--- config.mk ---
export PLATFORM = sky130hd
export DESIGN_NAME = pmem_arbiter_flat
export DESIGN_NICKNAME = d
export VERILOG_FILES = /design/src/rtl/pmem_arbiter_if.sv /design/src/rtl/pmem_arbiter.sv /design/src/flat_wrapper.sv
export SDC_FILE = /design/constraint.sdc
export NUM_CORES = 1
export LEC_CHECK = 0
export CORE_AREA = 4 4 539 541
export DETAILED_ROUTE_END_ITERATION = 7
export DIE_AREA = 0 0 543 545
export GPL_TIMING_DRIVEN = 0
export SLEW_MARGIN = 20
export SYNTH_ARGS = -nofsm -noshare
export SYNTH_HDL_FRONTEND = slang
export SYNTH_SLANG_ARGS = --single-unit
export TNS_END_PERCENT = 5
--- constraint.sdc ---
create_clock -name clk -period 1.8 [get_ports clk]
set_input_delay 0.18 -clock clk [delete_from_list [all_inputs] [get_ports clk]]
set_output_delay 0.18 -clock clk [all_outputs]
set_load 0.1 [all_outputs]
--- src/rtl/pmem_arbiter_if.sv ---
// Bundle of the icache, dcache and downstream line-memory ports seen by pmem_arbiter.
// slave: the arbiter's view. master: the environment (caches and memory) driving it.
interface pmem_arbiter_if #(
  parameter int ADDR_WIDTH = 32,
  parameter int LINE_WIDTH = 256
);
  logic                  i_pmem_read;
  logic [ADDR_WIDTH-1:0] i_pmem_address;
  logic [LINE_WIDTH-1:0] i_pmem_rdata;
  logic                  i_pmem_resp;

  logic                  d_pmem_read;
  logic                  d_pmem_write;
  logic [ADDR_WIDTH-1:0] d_pmem_address;
  logic [LINE_WIDTH-1:0] d_pmem_wdata;
  logic [LINE_WIDTH-1:0] d_pmem_rdata;
  logic                  d_pmem_resp;

  logic                  pmem_read;
  logic                  pmem_write;
  logic [ADDR_WIDTH-1:0] pmem_address;
  logic [LINE_WIDTH-1:0] pmem_wdata;
  logic [LINE_WIDTH-1:0] pmem_rdata;
  logic                  pmem_resp;

  modport slave (
    input  i_pmem_read, i_pmem_address,
    output i_pmem_rdata, i_pmem_resp,
    input  d_pmem_read, d_pmem_write, d_pmem_address, d_pmem_wdata,
    output d_pmem_rdata, d_pmem_resp,
    output pmem_read, pmem_write, pmem_address, pmem_wdata,
    input  pmem_rdata, pmem_resp
  );

  modport master (
    output i_pmem_read, i_pmem_address,
    input  i_pmem_rdata, i_pmem_resp,
    output d_pmem_read, d_pmem_write, d_pmem_address, d_pmem_wdata,
    input  d_pmem_rdata, d_pmem_resp,
    input  pmem_read, pmem_write, pmem_address, pmem_wdata,
    output pmem_rdata, pmem_resp
  );
endinterface

--- src/rtl/pmem_arbiter.sv ---
// Shares one line-wide memory port between icache and dcache, one transaction at a time.
// Define PMEM_ARB_ROUND_ROBIN_EN for round-robin ties instead of dcache priority with a streak limit.
module pmem_arbiter #(
  parameter int ADDR_WIDTH   = 32,
  parameter int LINE_WIDTH   = 256,
  parameter int MAX_D_STREAK = 4
) (
  input  logic              clk,
  input  logic              rst,
  pmem_arbiter_if.slave     bus,
  output logic              arb_error
);

  typedef enum logic [1:0] {IDLE, SERVE_I, SERVE_D} state_t;

  state_t state_reg, state_next;
  logic   i_req, d_req, tie_to_d;
  logic   grant_i, grant_d;
  logic   arb_error_reg;

  assign i_req   = bus.i_pmem_read;
  assign d_req   = bus.d_pmem_read | bus.d_pmem_write;
  assign grant_i = (state_reg == IDLE) && (state_next == SERVE_I);
  assign grant_d = (state_reg == IDLE) && (state_next == SERVE_D);

`ifdef PMEM_ARB_ROUND_ROBIN_EN
  // Remembers who was granted most recently; a tie goes to the other side.
  logic last_grant_d_reg;

  assign tie_to_d = ~last_grant_d_reg;

  always_ff @(posedge clk or negedge rst) begin
    if (!rst)
      last_grant_d_reg <= 1'b0;
    else if (grant_i || grant_d)
      last_grant_d_reg <= grant_d;
  end
`else
  localparam int                  STREAK_W   = $clog2(MAX_D_STREAK + 1);
  localparam logic [STREAK_W-1:0] STREAK_MAX = STREAK_W'(MAX_D_STREAK);

  // Counts dcache grants won while the icache was left waiting.
  logic [STREAK_W-1:0] d_streak_reg;

  assign tie_to_d = (d_streak_reg != STREAK_MAX);

  always_ff @(posedge clk or negedge rst) begin
    if (!rst)
      d_streak_reg <= '0;
    else if (grant_i)
      d_streak_reg <= '0;
    else if (grant_d && i_req && (d_streak_reg != STREAK_MAX))
      d_streak_reg <= d_streak_reg + STREAK_W'(1);
  end
`endif

  always_ff @(posedge clk or negedge rst) begin
    if (!rst)
      state_reg <= IDLE;
    else
      state_reg <= state_next;
  end

  always_comb begin
    state_next       = state_reg;
    bus.pmem_read    = 1'b0;
    bus.pmem_write   = 1'b0;
    bus.pmem_address = {ADDR_WIDTH{1'b0}};
    bus.pmem_wdata   = {LINE_WIDTH{1'b0}};
    bus.i_pmem_resp  = 1'b0;
    bus.i_pmem_rdata = {LINE_WIDTH{1'b0}};
    bus.d_pmem_resp  = 1'b0;
    bus.d_pmem_rdata = {LINE_WIDTH{1'b0}};
    case (state_reg)
      IDLE: begin
        if (i_req && d_req)
          state_next = tie_to_d ? SERVE_D : SERVE_I;
        else if (d_req)
          state_next = SERVE_D;
        else if (i_req)
          state_next = SERVE_I;
      end
      SERVE_I: begin
        bus.pmem_read    = bus.i_pmem_read;
        bus.pmem_address = bus.i_pmem_address;
        bus.i_pmem_resp  = bus.pmem_resp;
        bus.i_pmem_rdata = bus.pmem_rdata;
        if (bus.pmem_resp)
          state_next = IDLE;
      end
      SERVE_D: begin
        // A simultaneous read+write is treated as a writeback.
        bus.pmem_read    = bus.d_pmem_read & ~bus.d_pmem_write;
        bus.pmem_write   = bus.d_pmem_write;
        bus.pmem_address = bus.d_pmem_address;
        bus.pmem_wdata   = bus.d_pmem_wdata;
        bus.d_pmem_resp  = bus.pmem_resp;
        bus.d_pmem_rdata = bus.pmem_rdata;
        if (bus.pmem_resp)
          state_next = IDLE;
      end
      default: state_next = IDLE;
    endcase
  end

  always_ff @(posedge clk or negedge rst) begin
    if (!rst)
      arb_error_reg <= 1'b0;
    else if ((state_reg == SERVE_D) && bus.d_pmem_read && bus.d_pmem_write)
      arb_error_reg <= 1'b1;
  end

  assign arb_error = arb_error_reg;

endmodule

--- src/flat_wrapper.sv ---
// flat-port wrapper written by rule: the top's interface ports become plain ports
module pmem_arbiter_flat 
#(
  parameter int ADDR_WIDTH   = 32,
  parameter int LINE_WIDTH   = 256,
  parameter int MAX_D_STREAK = 4
)
  (clk, rst, arb_error, bus_i_pmem_read, bus_i_pmem_address, bus_i_pmem_rdata, bus_i_pmem_resp, bus_d_pmem_read, bus_d_pmem_write, bus_d_pmem_address, bus_d_pmem_wdata, bus_d_pmem_rdata, bus_d_pmem_resp, bus_pmem_read, bus_pmem_write, bus_pmem_address, bus_pmem_wdata, bus_pmem_rdata, bus_pmem_resp);
  pmem_arbiter_if #(.ADDR_WIDTH(ADDR_WIDTH), .LINE_WIDTH(LINE_WIDTH)) bus_i ();
  input  logic clk;
  input  logic rst;
  output logic arb_error;
  input wire logic [$bits(bus_i.i_pmem_read)-1:0] bus_i_pmem_read;
  input wire logic [$bits(bus_i.i_pmem_address)-1:0] bus_i_pmem_address;
  output wire logic [$bits(bus_i.i_pmem_rdata)-1:0] bus_i_pmem_rdata;
  output wire logic [$bits(bus_i.i_pmem_resp)-1:0] bus_i_pmem_resp;
  input wire logic [$bits(bus_i.d_pmem_read)-1:0] bus_d_pmem_read;
  input wire logic [$bits(bus_i.d_pmem_write)-1:0] bus_d_pmem_write;
  input wire logic [$bits(bus_i.d_pmem_address)-1:0] bus_d_pmem_address;
  input wire logic [$bits(bus_i.d_pmem_wdata)-1:0] bus_d_pmem_wdata;
  output wire logic [$bits(bus_i.d_pmem_rdata)-1:0] bus_d_pmem_rdata;
  output wire logic [$bits(bus_i.d_pmem_resp)-1:0] bus_d_pmem_resp;
  output wire logic [$bits(bus_i.pmem_read)-1:0] bus_pmem_read;
  output wire logic [$bits(bus_i.pmem_write)-1:0] bus_pmem_write;
  output wire logic [$bits(bus_i.pmem_address)-1:0] bus_pmem_address;
  output wire logic [$bits(bus_i.pmem_wdata)-1:0] bus_pmem_wdata;
  input wire logic [$bits(bus_i.pmem_rdata)-1:0] bus_pmem_rdata;
  input wire logic [$bits(bus_i.pmem_resp)-1:0] bus_pmem_resp;
  assign bus_i.i_pmem_read = bus_i_pmem_read;
  assign bus_i.i_pmem_address = bus_i_pmem_address;
  assign bus_i_pmem_rdata = bus_i.i_pmem_rdata;
  assign bus_i_pmem_resp = bus_i.i_pmem_resp;
  assign bus_i.d_pmem_read = bus_d_pmem_read;
  assign bus_i.d_pmem_write = bus_d_pmem_write;
  assign bus_i.d_pmem_address = bus_d_pmem_address;
  assign bus_i.d_pmem_wdata = bus_d_pmem_wdata;
  assign bus_d_pmem_rdata = bus_i.d_pmem_rdata;
  assign bus_d_pmem_resp = bus_i.d_pmem_resp;
  assign bus_pmem_read = bus_i.pmem_read;
  assign bus_pmem_write = bus_i.pmem_write;
  assign bus_pmem_address = bus_i.pmem_address;
  assign bus_pmem_wdata = bus_i.pmem_wdata;
  assign bus_i.pmem_rdata = bus_pmem_rdata;
  assign bus_i.pmem_resp = bus_pmem_resp;
  pmem_arbiter #(.ADDR_WIDTH(ADDR_WIDTH), .LINE_WIDTH(LINE_WIDTH), .MAX_D_STREAK(MAX_D_STREAK)) u_core (.clk(clk), .rst(rst), .bus(bus_i), .arb_error(arb_error));
endmodule
Yosys cells after proc, flatten, opt, wreduce, memory -nomap -nowiden
Cells that the tools add are included.
{ "classes": {"add_sub_neg": 1, "n_eq_ne": 5, "n_mux": 16, "bitwise_logic": 3, "n_reduce_logical": 10} }
{ "op_table": {"columns": ["cell", "count"], "rows": [
  ["256-bit two-way mux", 3],
  ["32-bit one-hot mux with 2 select lines", 1],
  ["2-bit two-way mux", 5],
  ["1-bit logical AND", 7],
  ["3-bit two-way mux", 2],
  ["2-bit by 1-bit equality test with 1-bit output, second input constant", 2],
  ["2-bit equality test, second input constant", 2],
  ["2-bit one-hot mux with 2 select lines", 1],
  ["3-bit by 1-bit adder with 3-bit output, second input constant", 1],
  ["1-bit two-way mux", 3],
  ["3-bit inequality test, second input constant", 1],
  ["2-bit zero test", 1],
  ["1-bit one-hot mux with 2 select lines", 1],
  ["2-bit nonzero test", 1],
  ["2-bit OR reduction", 1],
  ["1-bit AND", 1],
  ["1-bit inverter", 1],
  ["1-bit bitwise OR", 1]
]} }
{ "word_totals": {"register_bits": 6, "in_bits": 582, "output_inout_bits": 805, "word_cells": 38} }

Logic depth before layout (Yosys ltp)
{ "logic_depth": {"depth_word": 10, "depth_mapped": 7, "mapped_depth_nobuf": 7} }

Worst setup path after synthesis
No wires, ideal clock.
{ "synth_timing": {"path_type": "reg-to-output", "startpoint": "register u_core.state_reg[1]", "endpoint": "output bus_pmem_address[16]", "arrival_time_ps": 2640, "t_required_ps": 1620, "setup_slack_ps": -1020, "stages_incl_launch_ff": 7, "n_path_buf": 2, "path_cell_list": "dfrtp_1 inv_1 ha_1 clkbuf_1 clkbuf_1 a22oi_1 nor2b_1"} }
{ "synth_via": {"elab_chain_len": 2, "word_cells_on_any_way": 3, "cone_classes": "eq/ne: 2; mux: 1"} }
{ "synth_rtl": {"columns": ["item", "line", "rtl"], "rows": [
  ["start: declaration", "pmem_arbiter.sv:16", "state_t state_reg, state_next;"],
  ["start signal: assignment", "pmem_arbiter.sv:61", "state_reg <= state_next;"],
  ["2-bit equality test or 2-bit by 1-bit equality test with 1-bit output (tied branches)", "pmem_arbiter.sv:74", "case (state_reg)"],
  ["32-bit one-hot mux with 2 select lines (*)", "pmem_arbiter.sv:74", null],
  ["end: declaration", "flat_wrapper.sv:25", "output wire logic [$bits(bus_i.pmem_address)-1:0] bus_pmem_address;"]
]} }
Mark *: on every way between the ends. The rest lies on a longest branch, timed or not.

Worst setup path after layout
{ "layout_timing": {"startpoint": "register u_core.state_reg[0]", "endpoint": "output bus_pmem_address[9]"} }
The elaborated chain is that of the path after synthesis.

==> flow_summary_export.csv <==
group,metric,value,unit
worst_setup_path,crit_required,1.62,ns
synth,synthCells,978,
clock_network,hold_buffers,0,
global_route,grt_max_degree,11,
route,drt_iter0_drc,1005,
worst_setup_path,cp-endpoint,"bus_pmem_address[9]",
worst_setup_path,cp-start-kind,"flip-flop",
timing,fmax,413,MHz
worst_setup_path,r2r.worst_path.cells,7,
power_and_ir_drop,p_int,19.5,mW
placed_design,port-buffer-count,1386,
layout,area_growth,371,%
worst_setup_path,critPathMaxFanout,10,
floorplan,die_w,543,um
clock_network,root_buffer,"clkbuf_16",
layout,final_net_count,2976,
layout,drive_gt1_share,66.3,%
power_and_ir_drop,power.switching,50.5,mW
worst_hold_path,hold_class,"primary input to async pin",
synth,synth_cell_type_count,29,
synth,yosys_warnings,0,
clock_network,cts_tree,"built",
timing,timing.final.crit_period,2.42,ns
timing,slew_headroom,27.1,%
worst_setup_path,slowest_delay,0.57,ns
worst_setup_path,crit_chain,"buf_4, ha_4, clkbuf_16, clkbuf_8, a22oi_2, nor2b_4, buf_6",
clock_network,ctsHtreeMaxLevel,1,
route,vias_per_cell,2.39,
global_route,grt-ovfl-total,0,
global_route,grt_pass1_vias,13700,
floorplan,rows,196,
layout,nFillCells,33100,
synth,ys_ff_latch,6,
timing,drv_slew,0,
synth,syn_avg_cell_area,6.25,um2
power_and_ir_drop,power.share.sequential,0.4,%
run,cap_violations,0,
power_and_ir_drop,vdd_drop_max,0.00117,V
route,ant_nets,0,
layout,stdcell_count,6225,
worst_setup_path,r2r_end,"u_core.d_streak_reg[0]$_DFFE_PN0P_",
placed_design,place_ws,-2.76,ns
floorplan,die-area,296000,um2
route,drc,0,
timing,worst_slew_pin_slew,1.09,ns
clock_network,cts_buffers,3,
floorplan,coreArea,285000,um2
timing,rsz0062_at_grt,"true",
worst_setup_path,cp.arrival,2.24,ns
route,wl_per_cell,36.8,um
layout,layout_common_cells,"clkdlybuf4s50_1 (582), and2_2 (493), buf_4 (293)",
layout,layout_commonest_cell,"clkdlybuf4s50_1",
worst_setup_path,slowest_stage,"a22oi_2",
global_route,grt_pass1_wl,253,mm
synth,netlist.top_cell.by_area,"and2_1",
route,first_pass_iters,5,
synth,synth.net_count,1566,
worst_setup_path,criticalPathCategory,"flip-flop to primary output",
clock_network,cts_num_sinks,6,
timing,clock_skew,0.0158,ns
worst_setup_path,crit_start,"u_core.state_reg[0]$_DFF_PN0_",
worst_setup_path,regToRegStartpoint,"u_core.state_reg[1]$_DFF_PN0_",
worst_setup_path,cp-end-kind,"primary output",
synth,synthesis.area,6110,um2
timing,finalHoldViolCount,0,
worst_setup_path,r2r_slack,-0.34,ns
power_and_ir_drop,power_density,2430,nW/um2
placed_design,dp.cells,6130,
synth,synth.top_cell.area_share,79.2,%
power_and_ir_drop,leakage,11.5,nW
clock_network,clk_latency,0.25,ns
floorplan,start_util,2.14,%
power_and_ir_drop,finalPower,69.9,mW
layout,largest_reg_flops,3,
power_and_ir_drop,p_sw_share,72.2,%
timing,setup_tns,-309.21,ns
global_route,track_usage,14.5,%
timing,finalWorstSetupSlack,-0.624,ns
clock_network,cts_buffer_depth,2,
floorplan,pin_count,1387,
route,vias,14900,
synth,ys_seq_area_share,2.46,%
global_route,antenna_found_initial,286,
timing,whs,0.248,ns
timing,fin_crit_sh,135,%
clock_network,clk_pin_slew,0.05,ns
route,wl,229,mm
placed_design,gp_congestion,1.02,
timing,setup_viol,808,
floorplan,die_h,545,um
power_and_ir_drop,p_comb_share,99.1,%
run_status,status,"finished, violations left",
synth,netlist_top_cells_area,"and2_1 (79%), clkbuf_1 (5.4%), a22oi_1 (3.9%), nor2b_1 (3.0%), dfrtp_1 (2.5%)",
placed_design,place_hpwl,217,mm
power_and_ir_drop,p_clk_share,0.6,%
run_status,violations,"setup timing",
cell families (layout without fill, tap and decap cells):
kind of cell	count (synthesis)	after routing	share of synthesized area, %
other cells	0	77	0
buf+inv	102	1510	6.62
mux	3	3	0.594
flops	6	6	2.46
compound gates	46	46	5.65
simple gates	815	815	83.4
fa+ha+maj	6	6	1.23
worst min path at each step:
stage               slack [ns]  cells past startpoint                    startpoint                            to
floorplan                -0.12                      0                           rst  u_core.arb_error$_DFFE_PN0P_
global placement          0.46                      1  u_core.arb_error$_DFFE_PN0P_  u_core.arb_error$_DFFE_PN0P_
detailed placement        0.47                      1  u_core.arb_error$_DFFE_PN0P_  u_core.arb_error$_DFFE_PN0P_
CTS                       0.26                      1                           rst  u_core.arb_error$_DFFE_PN0P_
global route              0.27                      1                           rst  u_core.arb_error$_DFFE_PN0P_
finish                    0.25                      1                           rst  u_core.arb_error$_DFFE_PN0P_
worst max-delay path: cells and delay by family (launching register included):
family | cells | cell delay [ns]
compound gates | 1 | 0.57
fa+ha+maj | 1 | 0.19
buf+inv | 4 | 0.74
simple gates | 1 | 0.07
flops | 1 | 0.42
power groups by stage:
stage	Combinational (mW)	Clock, mW	Sequential [mW]
floorplan	42.3	0	0.246
global placement	61.7	0	0.246
detailed placement	60.9	0	0.248
CTS	63.6	0.399	0.243
global route	70.6	0.407	0.255
finish	69.2	0.402	0.254
repair_timing:
action	CTS	global route
cloned	2	5
buffers inserted	2	6
pin swaps	1	29
setup endpoints to repair	810	809
gates resized for setup	4546	825
per-layer routing:
layer / global-route usage (%) / share of wire (%) / wire length [um]
met1: 17.7 / 41 / 93300
met3: 7.94 / 13 / 30700
met5: 1.09 / 0.60 / 1370
met4: 3.42 / 3.4 / 7890
met2: 21.9 / 42 / 95800
layout make-up:
type | instances | area (um2) | share of cell area (%)
clock buffers | 3 | 75.1 | 0.261
flip-flops and latches | 6 | 153 | 0.531
multi-input cells | 870 | 6760 | 23.5
well taps | 3762 | 4710 | 16.4
inverters | 6 | 22.5 | 0.0784
plain buffers | 96 | 1250 | 4.36
repair buffers | 1405 | 15600 | 54.2
diodes | 77 | 193 | 0.670
Yosys cell counts:
cell           instances
a31oi_1                1
mux2_2                 1
o2bb2ai_1              2
a21oi_2                1
a21o_1                 3
nor2_1                 4
o21ai_1                1
dlygate4sd1_1          3
nand3b_1               1
a22oi_1               32
inv_2                  1
inv_1                  5
nand2b_1               1
nor2b_1               29
a211oi_2               1
dfrtp_1                6
o21ai_0                2
nor2b_2                3
a32oi_1                1
a21oi_1                1
and2_1               773
ha_1                   6
buf_2                  5
mux2i_1                1
nor2b_4                1
clkbuf_1              88
a22o_1                 1
nand2_1                3
mux2_4                 1
through the flow:
stage | area (um2) | utilization [%]
after floorplan | 7160 | -
after global placement | 25700 | 9.03
after detailed placement | 25200 | 8.83
after CTS | 25700 | 9.01
after global routing | 28700 | 10.1
final | 28700 | 10.1
No activity file was read; power rests on OpenSTA's default activity.
